===== src/rtl/alu_sched_pkg.sv =====
// Shared types and widths for the two-requester ALU scheduler.
package alu_sched_pkg;

  localparam int NUM_W = 5;
  localparam int OP_W  = 6;
  localparam int RES_W = 32;
  localparam int REQ_N = 2;

  typedef enum logic [1:0] {
    IDLE = 2'd0,
    WAIT = 2'd1,
    DONE = 2'd2
  } state_t;

  // Observation bundle: FSM state plus the round-robin pointer.
  typedef struct packed {
    state_t state;
    logic   last_grant;
  } dbg_t;

endpackage


===== src/rtl/alu_rr_arbiter.sv =====
// Two-way arbiter with a last-grant pointer; ALU_SCHED_FIXED_PRIO_EN makes
// requester 0 win every tie instead of alternating.
module alu_rr_arbiter
  import alu_sched_pkg::*;
(
  input  logic             clk,
  input  logic             rst_n,
  input  logic [REQ_N-1:0] req,
  input  logic             grant_en,
  output logic             win,
  output logic             last_grant
);

  logic last_grant_q;
  logic last_grant_d;

  always_comb begin
    win = 1'b0;
`ifdef ALU_SCHED_FIXED_PRIO_EN
    win = ~req[0];
`else
    // On a tie the requester that did not win last time goes next.
    if (req == 2'b11) begin
      win = ~last_grant_q;
    end else begin
      win = ~req[0];
    end
`endif
    last_grant_d = last_grant_q;
    if (grant_en) begin
      last_grant_d = win;
    end
  end

  // Reset to 1 so requester 0 wins the first tie.
  always_ff @(posedge clk or negedge rst_n) begin
    if (!rst_n) begin
      last_grant_q <= 1'b1;
    end else begin
      last_grant_q <= last_grant_d;
    end
  end

  assign last_grant = last_grant_q;

endmodule


===== src/rtl/alu_req_scheduler.sv =====
// Shares one two-mode ALU between two requesters: arbitrate, register operands,
// wait RESULT_LAT cycles, capture and ack. Tie policy: ALU_SCHED_FIXED_PRIO_EN.
module alu_req_scheduler
  import alu_sched_pkg::*;
#(
  parameter int RESULT_LAT = 3,
  parameter int CNT_W      = 4
) (
  input  logic                   Clk,
  input  logic                   reset,
  input  logic [REQ_N-1:0]       req,
  input  logic [REQ_N-1:0]       mode_in,
  input  logic [REQ_N*NUM_W-1:0] num1_in,
  input  logic [REQ_N*NUM_W-1:0] num2_in,
  input  logic [REQ_N*OP_W-1:0]  op_in,
  output logic [REQ_N-1:0]       ack,
  output logic [RES_W-1:0]       result,
  output logic                   res_balance,
  output logic                   res_equality,
  output logic                   busy,
  output logic                   alu_mode,
  output logic [NUM_W-1:0]       alu_number1,
  output logic [NUM_W-1:0]       alu_number2,
  output logic [OP_W-1:0]        alu_operator_mode,
  output logic                   alu_reset,
  input  logic [RES_W-1:0]       alu_output_num,
  input  logic                   alu_balance,
  input  logic                   alu_equality,
  output dbg_t                   dbg
);

  state_t             state_q, state_d;
  logic [CNT_W-1:0]   cnt_q, cnt_d;
  logic               grant_q, grant_d;
  logic [REQ_N-1:0]   ack_q, ack_d;
  logic [RES_W-1:0]   result_q, result_d;
  logic               bal_q, bal_d;
  logic               eq_q, eq_d;
  logic               busy_q, busy_d;
  logic               mode_q, mode_d;
  logic [NUM_W-1:0]   n1_q, n1_d;
  logic [NUM_W-1:0]   n2_q, n2_d;
  logic [OP_W-1:0]    op_q, op_d;
  logic               alu_reset_q, alu_reset_d;
  logic               grant_en;
  logic               win;
  logic               last_grant;

  alu_rr_arbiter u_arb (
    .clk        (Clk),
    .rst_n      (reset),
    .req        (req),
    .grant_en   (grant_en),
    .win        (win),
    .last_grant (last_grant)
  );

  always_comb begin
    state_d     = state_q;
    cnt_d       = cnt_q;
    grant_d     = grant_q;
    ack_d       = '0;
    result_d    = result_q;
    bal_d       = bal_q;
    eq_d        = eq_q;
    mode_d      = mode_q;
    n1_d        = n1_q;
    n2_d        = n2_q;
    op_d        = op_q;
    alu_reset_d = 1'b0;
    grant_en    = 1'b0;
    unique case (state_q)
      IDLE: begin
        if (|req) begin
          grant_en = 1'b1;
          grant_d  = win;
          mode_d   = win ? mode_in[1] : mode_in[0];
          n1_d     = win ? num1_in[2*NUM_W-1:NUM_W] : num1_in[NUM_W-1:0];
          n2_d     = win ? num2_in[2*NUM_W-1:NUM_W] : num2_in[NUM_W-1:0];
          op_d     = win ? op_in[2*OP_W-1:OP_W] : op_in[OP_W-1:0];
          cnt_d    = '0;
          state_d  = WAIT;
        end
      end
      WAIT: begin
        cnt_d = cnt_q + 1'b1;
        // ALU output is valid on this edge; requester inputs are ignored here.
        if (cnt_q == CNT_W'(RESULT_LAT - 1)) begin
          result_d       = alu_output_num;
          bal_d          = alu_balance;
          eq_d           = alu_equality;
          ack_d[grant_q] = 1'b1;
          state_d        = DONE;
        end
      end
      DONE:    state_d = IDLE;
      default: state_d = IDLE;
    endcase
    busy_d = (state_d != IDLE);
  end

  always_ff @(posedge Clk or negedge reset) begin
    if (!reset) begin
      state_q     <= IDLE;
      cnt_q       <= '0;
      grant_q     <= 1'b0;
      ack_q       <= '0;
      result_q    <= '0;
      bal_q       <= 1'b0;
      eq_q        <= 1'b0;
      busy_q      <= 1'b0;
      mode_q      <= 1'b0;
      n1_q        <= '0;
      n2_q        <= '0;
      op_q        <= '0;
      alu_reset_q <= 1'b1;
    end else begin
      state_q     <= state_d;
      cnt_q       <= cnt_d;
      grant_q     <= grant_d;
      ack_q       <= ack_d;
      result_q    <= result_d;
      bal_q       <= bal_d;
      eq_q        <= eq_d;
      busy_q      <= busy_d;
      mode_q      <= mode_d;
      n1_q        <= n1_d;
      n2_q        <= n2_d;
      op_q        <= op_d;
      alu_reset_q <= alu_reset_d;
    end
  end

  assign ack               = ack_q;
  assign result            = result_q;
  assign res_balance       = bal_q;
  assign res_equality      = eq_q;
  assign busy              = busy_q;
  assign alu_mode          = mode_q;
  assign alu_number1       = n1_q;
  assign alu_number2       = n2_q;
  assign alu_operator_mode = op_q;
  assign alu_reset         = alu_reset_q;
  assign dbg               = '{state: state_q, last_grant: last_grant};

endmodule


===== config.mk =====
export PLATFORM = sky130hd
export DESIGN_NAME = alu_req_scheduler
export DESIGN_NICKNAME = d
export VERILOG_FILES = /design/src/rtl/alu_sched_pkg.sv /design/src/rtl/alu_rr_arbiter.sv /design/src/rtl/alu_req_scheduler.sv
export SDC_FILE = /design/constraint.sdc
export NUM_CORES = 1
export LEC_CHECK = 0
export BUFFER_PORTS_ARGS = -buffer_cell sky130_fd_sc_hd__buf_2
export CORE_MARGIN = 1.5
export CORE_UTILIZATION = 35
export CTS_CLUSTER_DIAMETER = 120
export DETAILED_ROUTE_END_ITERATION = 6
export HOLD_SLACK_MARGIN = 0.15
export PLACE_DENSITY = 0.69
export SYNTH_ARGS = -nofsm -noshare
export SYNTH_HDL_FRONTEND = slang
export SYNTH_SLANG_ARGS = --single-unit

===== constraint.sdc =====
create_clock -name Clk -period 2.95 [get_ports Clk]
set_input_delay 0 -clock Clk [delete_from_list [all_inputs] [get_ports Clk]]
set_output_delay 0 -clock Clk [all_outputs]
set_load 0.02 [all_outputs]

Yosys cells after proc, flatten, opt, wreduce, memory -nomap -nowiden
Index checks and enable logic that the tools add are counted.
- word-level logic and storage cells: 47
- register bits: 63
- output and inout port bits: 58
- bits of input ports: 72
- add/sub/neg operators: 1
- reduce and logical (&&, ||, !) cells: 8
- eq/ne operators: 4
- $lt $le $gt $ge: 2
- bitwise logic cells: 2
- mux-type cells: 16
- operator list (kind ; number):
    $mux W5 ; 2
    $mux W2 ; 4
    $pmux W4 S2 ; 1
    $mux W6 ; 1
    $reduce_and A2 Y1 ; 3
    $mux W1 ; 5
    $add A4 B1 Y4 const B ; 1
    $eq A4 B2 Y1 const B ; 1
    $mux W4 ; 1
    $pmux W2 S2 ; 1
    $reduce_bool A2 Y1 ; 2
    $eq A2 B1 Y1 const B ; 1
    $eq A2 B2 Y1 const B ; 1
    $logic_not A2 Y1 ; 1
    $lt A1 B2 Y1 const B ; 1
    $ne A2 B2 Y1 const B ; 1
    $not A1 Y1 ; 2
    $reduce_or A2 Y1 ; 1
    $demux W1 S1 ; 1
    $ge A1 B1 Y1 const B ; 1
    $logic_and A1 B1 Y1 ; 1

Logic depth before layout (Yosys ltp)
Gate-level depths: netlist of the first run.
- depth after elaboration: 6
- gate-level depth with buffers: 7
- depth with buffers taken out: 5

Hierarchy
Synthesis of the first run repeated with hierarchy kept, for this count alone.
- cells, all modules: 191
- area, all modules: 2637.5 um2
- modules (own cells, without submodules) (module ; area each (um2) ; times used ; seq. area each (um2) ; cells each):
    alu_req_scheduler ; 2583.7 ; 1 ; 1552.7 ; 186
    alu_rr_arbiter ; 53.8 ; 1 ; 26.3 ; 5

Worst setup path before layout of the first run
OpenSTA, ideal clock, no wires.
- path kind: flip-flop to flip-flop
- start: register state_q[1]
- end: register bal_q (netlist: res_balance)
- required time: 2825 ps
- setup time: 125 ps
- arrival time: 1477 ps
- path slack: 1347 ps
- cell stages (with the launch flop): 7
- period minus slack after synthesis: 1603 ps
- buffers on the path: 3
- cells stage by stage: dfrtp_1 > nand2b_1 > buf_6 > nand2b_4 > buf_6 > buf_6 > mux2_4
- cells in the longest elaborated chain, start to end: 2
- ends and longest elaborated chain (what ; RTL line ; source):
    from (decl) ; alu_req_scheduler.sv:32 ; state_t state_q, state_d;
    from (signal assigned) ; alu_req_scheduler.sv:118 ; state_q <= state_d;
    $eq A2 B1 Y1 ; alu_req_scheduler.sv:72 ; unique case (state_q)
    $reduce_and A2 Y1 (no source line) ; -- ;
    to (signal assigned) ; alu_req_scheduler.sv:123 ; bal_q <= bal_d;
    to (decl) ; alu_req_scheduler.sv:37 ; logic bal_q, bal_d;
Every way passes these cells.
A chain may end at the register's enable or synchronous reset.

Final worst setup path of the first run
- start: register u_arb.last_grant_q (netlist: u_arb.last_grant)
- end: register op_q[3] (netlist: alu_operator_mode[3])
- cells in the longest elaborated chain, start to end: 3
- ends and longest elaborated chain (what ; RTL line ; source):
    from (decl) ; alu_rr_arbiter.sv:14 ; logic last_grant_q;
    from (signal assigned) ; alu_rr_arbiter.sv:40 ; last_grant_q <= last_grant_d;
    $not A1 Y1 ; alu_rr_arbiter.sv:24 ; win = ~last_grant_q;
    $mux W1 ; alu_rr_arbiter.sv:23 ; if (req == 2'b11) begin
    $mux W6 ; alu_req_scheduler.sv:80 ; op_d = win ? op_in[2*OP_W-1:OP_W] : op_in[OP_W-1:0];
    to (signal assigned) ; alu_req_scheduler.sv:129 ; op_q <= op_d;
    to (decl) ; alu_req_scheduler.sv:43 ; logic [OP_W-1:0] op_q, op_d;
Every way passes these cells.

==> summary.txt, run 1 <==
Outcome
  – Status: completed

Layout
  – Share of layout cells above drive strength 1: 42.79%
  – Area grow syn2layout: 60.12%
  – Sequential cell area: 1579 um2
  – Diodes inserted: 0
  – Area of the multi-input gates: 1060 um2
  – Final std cells w/o fill: 525
  – Final #Nets: 492
  – Final instance area: 4425 um2
  – # fillers: 674

Yosys
  – Unique cell type count in the Yosys netlist: 30
  – Top FF cell, synth: dfrtp_1
  – Largest cells by area after synthesis: dfrtp_1 (55%), mux2_4 (15%), a31oi_1 (3.8%), nand3_1 (3.6%), o21ai_0 (3.4%)
  – Cells after Synth: 219
  – Synthesized area per cell: 12.62 um2
  – Most numerous cell in the Yosys netlist: dfrtp_1
  – Yosys top cell by area: dfrtp_1
  – Async S/R FF share, synth: 100.0%
  – Synth warnings: 0
  – Most frequent cells after synthesis: dfrtp_1 (61), mux2_4 (27), nand3_1 (20), o21ai_0 (19)
  – Synth top area share: 55.23%
  – Post-synthesis register bit count: 63
  – Number of flops mapped to enable cells by yosys: 0
  – Share of the yosys chip area belonging to registers: 57.13%
  – Syn_nets: 293
  – Cell Area, Synth: 2764 um2

Worst setup path
  – CP endpoint kind: register
  – Worst R2R Setup Slack: 0.15 ns
  – Slowest Stage Delay on Critical Path: 0.61 ns
  – Critical Path RT: 3.22 ns
  – Worst path bufs/invs: 2
  – Critical path cell sequence: nand2b_1 -> nand3_1 -> dlygate4sd3_1 -> a31oi_1 -> dlygate4sd3_1
  – R2R depth: 5
  – Most used cell along the critical path: dlygate4sd3_1
  – Crit-path leading delay family: buffers and inverters
  – Crit path launch: u_arb.last_grant
  – Setup crit start kind: register
  – Worst setup path endpoint: alu_operator_mode[3]
  – WS Path Type: reg -> reg
  – CP Max Fanout: 18
  – RR Endpoint: alu_operator_mode[3]
  – CP max stage cell: nand2b_1
  – Critical path arrival: 3.08 ns
  – R2R Path Start: u_arb.last_grant
  – Total stage count of the critical path: 5

Timing
  – Fin. Hold Viols: 0
  – Worst-margin pin slew: 0.7607 ns
  – Unrepaired setup endpoints after global routing: false
  – Endpoints failing setup: 0
  – Tcrit/Tclk final: 95.03%
  – Achievable Freq: 0.3567 GHz
  – Fin. max-slew vios: 0
  – Worst hold slack: 0.1874 ns
  – Final clock skew: 0.006495 ns
  – Slew headroom: 49.29%
  – Setup TNS: 0 ns
  – Period minus WS final: 2.803 ns

Pwr
  – Power, Total: 4.791 mW
  – Worst vdd ir: 406.4 uV
  – Pwr dens: 1083 nW/um2
  – Leak: 2.151 nW

Clock tree
  – Post-CTS Resized: 0
  – H-tree levels: 3
  – CTS Buf Count: 9
  – Clock transition at path regs: 0.07 ns
  – Clock latency on the worst-skew pair: 0.34 ns
  – Postcts setup bufs: 0
  – Clock Tree Root: clkbuf_8
  – Clock sink total: 63
  – Max clock buf depth: 2
  – CTS tree: built

GRT
  – Largest net degree at the start of global routing: 42
  – Grt total ovfl: 0
  – Vias in the first global route: 2665
  – First-pass GRT wire length: 12900 um
  – Initial antenna violation count: 0
  – Total Routing Usage GR: 19.68%

Die
  – Die X: 91.87 um
  – Die ar.: 8439 um2
  – CORE AREA: 7687 um2
  – Site row count: 32
  – Die Ht: 91.87 um
  – Ports: 130
  – Initial Utilization: 35.95%

Placement
  – PortBufs: 129
  – Dpl cells: 436
  – DP HPWL: 4348 um
  – Post-DP Area: 3450 um2
  – Routability cong.: 0.6827

Detailed routing
  – Drt pass-1 iters: 4
  – Drt total wl: 7857 um
  – Drt wl/cell: 14.97 um
  – Detailed Route Iter0 Violations: 82
  – Total vias in the final route: 2544
  – Routed Antenna Nets: 0
  – DRC Markers: 0
  – Vias per inst: 4.846

Worst hold path
  – Hold Crit Class: in -> async

Flow run
  – Total of max-cap violations: 0
==> layout make-up <==
class / instances / share of cell area, %
Clock buffer: 9 / 2.799
Multi-Input combinational cell: 135 / 23.95
Tap cell: 102 / 2.884
Clock inverter: 7 / 2.742
Inverter: 4 / 0.3393
Sequential cell: 63 / 35.68
Timing Repair Buffer: 205 / 31.61
==> layer usage <==
layer | vias to the layer above | GRT usage, % | share of wire (%)
met5 | - | 0 | 0
met4 | 0 | 8.718 | 2.0
met3 | 19 | 4.229 | 6.0
met2 | 125 | 33.77 | 50
met1 | 1221 | 23.63 | 42
li1 | 1179 | - | -
==> registers in the layout, indices dropped and copies added (netlist names) <==
signal,count
alu_mode,1
u_arb.last_grant,1
res_equality,1
state_q,2
res_balance,1
result,32
alu_number2,5
alu_number1,5
cnt_q,4
alu_reset,1
grant_q,1
busy,1
alu_operator_mode,6
ack,2
==> placed cells by master, fill, tap and decap left out, drive strengths merged, types with 2 or more instances in the layout <==
cell type and instances:
mux2 34, or2 2, nor2 6, clkinvlp 3
inv 4, a31oi 17, o211ai 2, dfstp 2
o21ai 19, buf 132, ha 2, dfrtp 61
nand2 3, clkbuf 9, bufinv 3, nand2b 3
nand3 20, a21oi 17, dlygate4sd3 73
==> cell families after synthesis <==
group | count (synthesis) | share of synthesized area (%)
mux | 34 | 17.52
other cells | 1 | 0.1357
fa+ha+maj | 2 | 0.9052
buf+inv | 21 | 4.527
compound gates | 58 | 11.68
xor+xnor | 1 | 0.3169
flops | 63 | 57.13
simple gates | 39 | 7.786
==> worst min-delay path by stage <==
stage	slack (ns)	start	endpoint	depth (start not counted)
floorplan	-0.30	reset	ack[0]	0
finish	0.19	reset	result[17]	2
global placement	-0.01	reset	result[17]	1
CTS	0.16	req[0]	u_arb.last_grant	3
global route	0.22	reset	result[19]	2
detailed placement	0.005	reset	result[17]	1
==> power by group <==
| group | switching (mW) | internal [mW] | total (mW) | leakage (nW) |
|---|---|---|---|---|
| combinational | 1.21 | 1.12 | 2.33 | 1.31 |
| sequential | 0.256 | 1.30 | 1.55 | 0.732 |
| clock | 0.352 | 0.562 | 0.914 | 0.112 |
| total | 1.81 | 2.98 | 4.79 | 2.15 |
==> repair_timing <==
item | in CTS | in global routing
hold endpoints to repair | 75 | 0
setup endpoints to repair | 0 | 0
hold buffers | 73 | 0
==> metrics by stage <==
| step | utilization [%] | worst slack, ns |
|---|---|---|
| 4_1_cts | 57.57 | 0.3624 |
| 3_5_place_dp | 44.87 | 1.089 |
| 2_1_floorplan | - | 1.347 |
| 5_1_grt | 57.57 | 0.02410 |
| 6_report | 57.57 | 0.1468 |
| 3_3_place_gp | 44.87 | 1.134 |
(Power assumes the default switching activity.)
==> run 2: changes to the inputs <==
--- a/config.mk
+++ b/config.mk
@@ -8,6 +8,7 @@
 export BUFFER_PORTS_ARGS = -buffer_cell sky130_fd_sc_hd__buf_2
 export CORE_MARGIN = 1.5
 export CORE_UTILIZATION = 35
+export CTS_BUF_LIST = sky130_fd_sc_hd__clkbuf_4
 export CTS_CLUSTER_DIAMETER = 120
 export DETAILED_ROUTE_END_ITERATION = 6
 export HOLD_SLACK_MARGIN = 0.15
==> run 2 against run 1 <==
Compared with the run above:
- final area is 0.59% lower
- flip-flop and latch count stayed put
- clock power is 17% lower
- register-to-register slack better by 0.07 ns
- first-iteration DRC count is 13% higher
- count of clock-buffer cells in the layout stayed put
- critical path depth stayed put
- global-route usage is 0.092 points lower
- core utilization is 0.34 points lower
- die area stayed put
- non-clock buffer count is 3 higher
- largest power group unchanged
==> summary.txt, run 2 (synthesized netlist as in run 1, its figures left out) <==
Clock tree
  – Clock latency on the worst-skew pair: 0.39 ns
  – Clock transition at path regs: 0.12 ns
  – CTS tree: built
  – Max clock buf depth: 2
  – Clock sink total: 63
  – CTS Buf Count: 9
  – H-tree levels: 3
  – Clock Tree Root: clkbuf_4
  – Post-CTS Resized: 0
  – Postcts setup bufs: 0

Flow run
  – Total of max-cap violations: 0

Pwr
  – Worst vdd ir: 417.0 uV
  – Pwr dens: 1051 nW/um2
  – Leak: 2.140 nW

Timing
  – Worst-margin pin slew: 0.9884 ns
  – Fin. Hold Viols: 0
  – Fin. max-slew vios: 0
  – Achievable Freq: 0.3662 GHz
  – Unrepaired setup endpoints after global routing: false
  – Tcrit/Tclk final: 92.56%
  – Setup TNS: 0 ns
  – Slew headroom: 33.89%
  – Final clock skew: 0.01189 ns
  – Endpoints failing setup: 0
  – Period minus WS final: 2.731 ns

Worst setup path
  – RR Endpoint: alu_operator_mode[3]
  – CP max stage cell: dlygate4sd3_1
  – Critical Path RT: 3.28 ns
  – Slowest Stage Delay on Critical Path: 0.60 ns
  – R2R depth: 5
  – Setup crit start kind: register
  – Worst R2R Setup Slack: 0.22 ns
  – Most used cell along the critical path: dlygate4sd3_1
  – R2R Path Start: u_arb.last_grant
  – WS Path Type: reg -> reg
  – Worst path bufs/invs: 2
  – CP Max Fanout: 18
  – Critical path cell sequence: nand2b_1 -> nand3_1 -> dlygate4sd3_1 -> a31oi_1 -> dlygate4sd3_1
  – CP endpoint kind: register
  – Crit-path leading delay family: buffers and inverters
  – Critical path arrival: 3.06 ns

Detailed routing
  – Detailed Route Iter0 Violations: 93
  – Routed Antenna Nets: 0
  – Total vias in the final route: 2533
  – Drt total wl: 7855 um
  – DRC Markers: 0
  – Vias per inst: 4.797
  – Drt wl/cell: 14.88 um
  – Drt pass-1 iters: 4

Layout
  – Final std cells w/o fill: 528
  – Share of layout cells above drive strength 1: 42.49%
  – Commonest non-fill, non-tap cells in the layout: buf_2 (129), dlygate4sd3_1 (76), dfrtp_1 (61)
  – Sequential cell area: 1579 um2
  – Final core utilization: 57.23%
  – Final #Nets: 495
  – Max reg flops: 32
  – Most common cell after layout, fill and taps aside: buf_2
  – Area of the multi-input gates: 1060 um2
  – Area grow syn2layout: 59.17%
  – # fillers: 685
  – Diodes inserted: 0

Die
  – Die ar.: 8439 um2
  – Site row count: 32
  – Initial Utilization: 35.95%
  – Die Ht: 91.87 um
  – Die X: 91.87 um
  – CORE AREA: 7687 um2
  – Ports: 130

GRT
  – Initial antenna violation count: 0
  – First-pass GRT wire length: 13000 um
  – Total Routing Usage GR: 19.59%
  – Largest net degree at the start of global routing: 42
  – Grt total ovfl: 0
  – Vias in the first global route: 2629

Worst hold path
  – Hold Path Sink: result[30]
  – HP Start: alu_output_num[30]
  – Hold path depth: 3
  – Hold Crit Class: in -> reg

Outcome
  – Status: completed

Placement
  – PortBufs: 129
  – Dpl cells: 436
  – Routability cong.: 0.6827
  – DP HPWL: 4348 um
==> run 2: changes by cell type in the layout (fill, tap and decap cells not counted) <==
| cell | delta |
|---|---|
| clkbuf_4 | +9 |
| clkbuf_8 | -9 |
| dlygate4sd3_1 | +3 |
==> run 2: timing repair <==
action / 4_1_cts / 5_1_grt
hold endpoints to repair: 76 / 0
hold buffers: 76 / 0
endpoints found under the setup margin: 0 / 0
==> run 2: worst max path at each step <==
stage	start	to	slack (ns)	cells after the start
after floorplan	state_q[1]	res_balance	1.35	6
after global placement	cnt_q[0]	result[1]	1.13	5
after detailed placement	cnt_q[0]	result[3]	1.09	5
after CTS	u_arb.last_grant	alu_operator_mode[3]	0.36	5
final	u_arb.last_grant	alu_operator_mode[3]	0.22	5
after global routing	u_arb.last_grant	alu_operator_mode[3]	0.07	5
==> run 2: stage by stage <==
stage	area, um2	power [mW]	hold slack [ns]	setup slack (ns)
floorplan	2764	2.972	-0.2956	1.347
global placement	3450	3.513	-0.01011	1.134
detailed placement	3450	3.560	0.004979	1.089
CTS	4399	4.612	0.3302	0.3571
global route	4399	4.918	0.3408	0.06764
finish	4399	4.625	0.3663	0.2194
==> run 2: worst min-delay path, cell delays in order <==
cell and delay (ns):
dlygate4sd3_1 0.52, buf_2 0.09, mux2_4 0.12
==> run 2: power by group <==
part           internal (mW)  total [mW]  switching, mW
clock                  0.430       0.759          0.329
sequential              1.29        1.54          0.248
combinational           1.12        2.33           1.20
total                   2.84        4.62           1.78
==> run 2: area by class of cell <==
type	count	area share, %
Sequential cell	63	35.89
Timing Repair Buffer	208	32.48
Multi-Input combinational cell	135	24.09
Tap cell	102	2.901
Clock inverter	7	2.759
Clock buffer	9	1.536
Inverter	4	0.3413
==> run 2: routing by layer <==
layer | wire length (um) | share of wire [%] | up-vias | global-route usage, %
met3 | 400 | 5.1 | 7 | 3.897
met4 | 63 | 0.80 | 0 | 5.641
met1 | 3442 | 44 | 1228 | 24.73
li1 | - | - | 1187 | -
met2 | 3948 | 50 | 111 | 33.89
met5 | 0 | 0 | - | 0
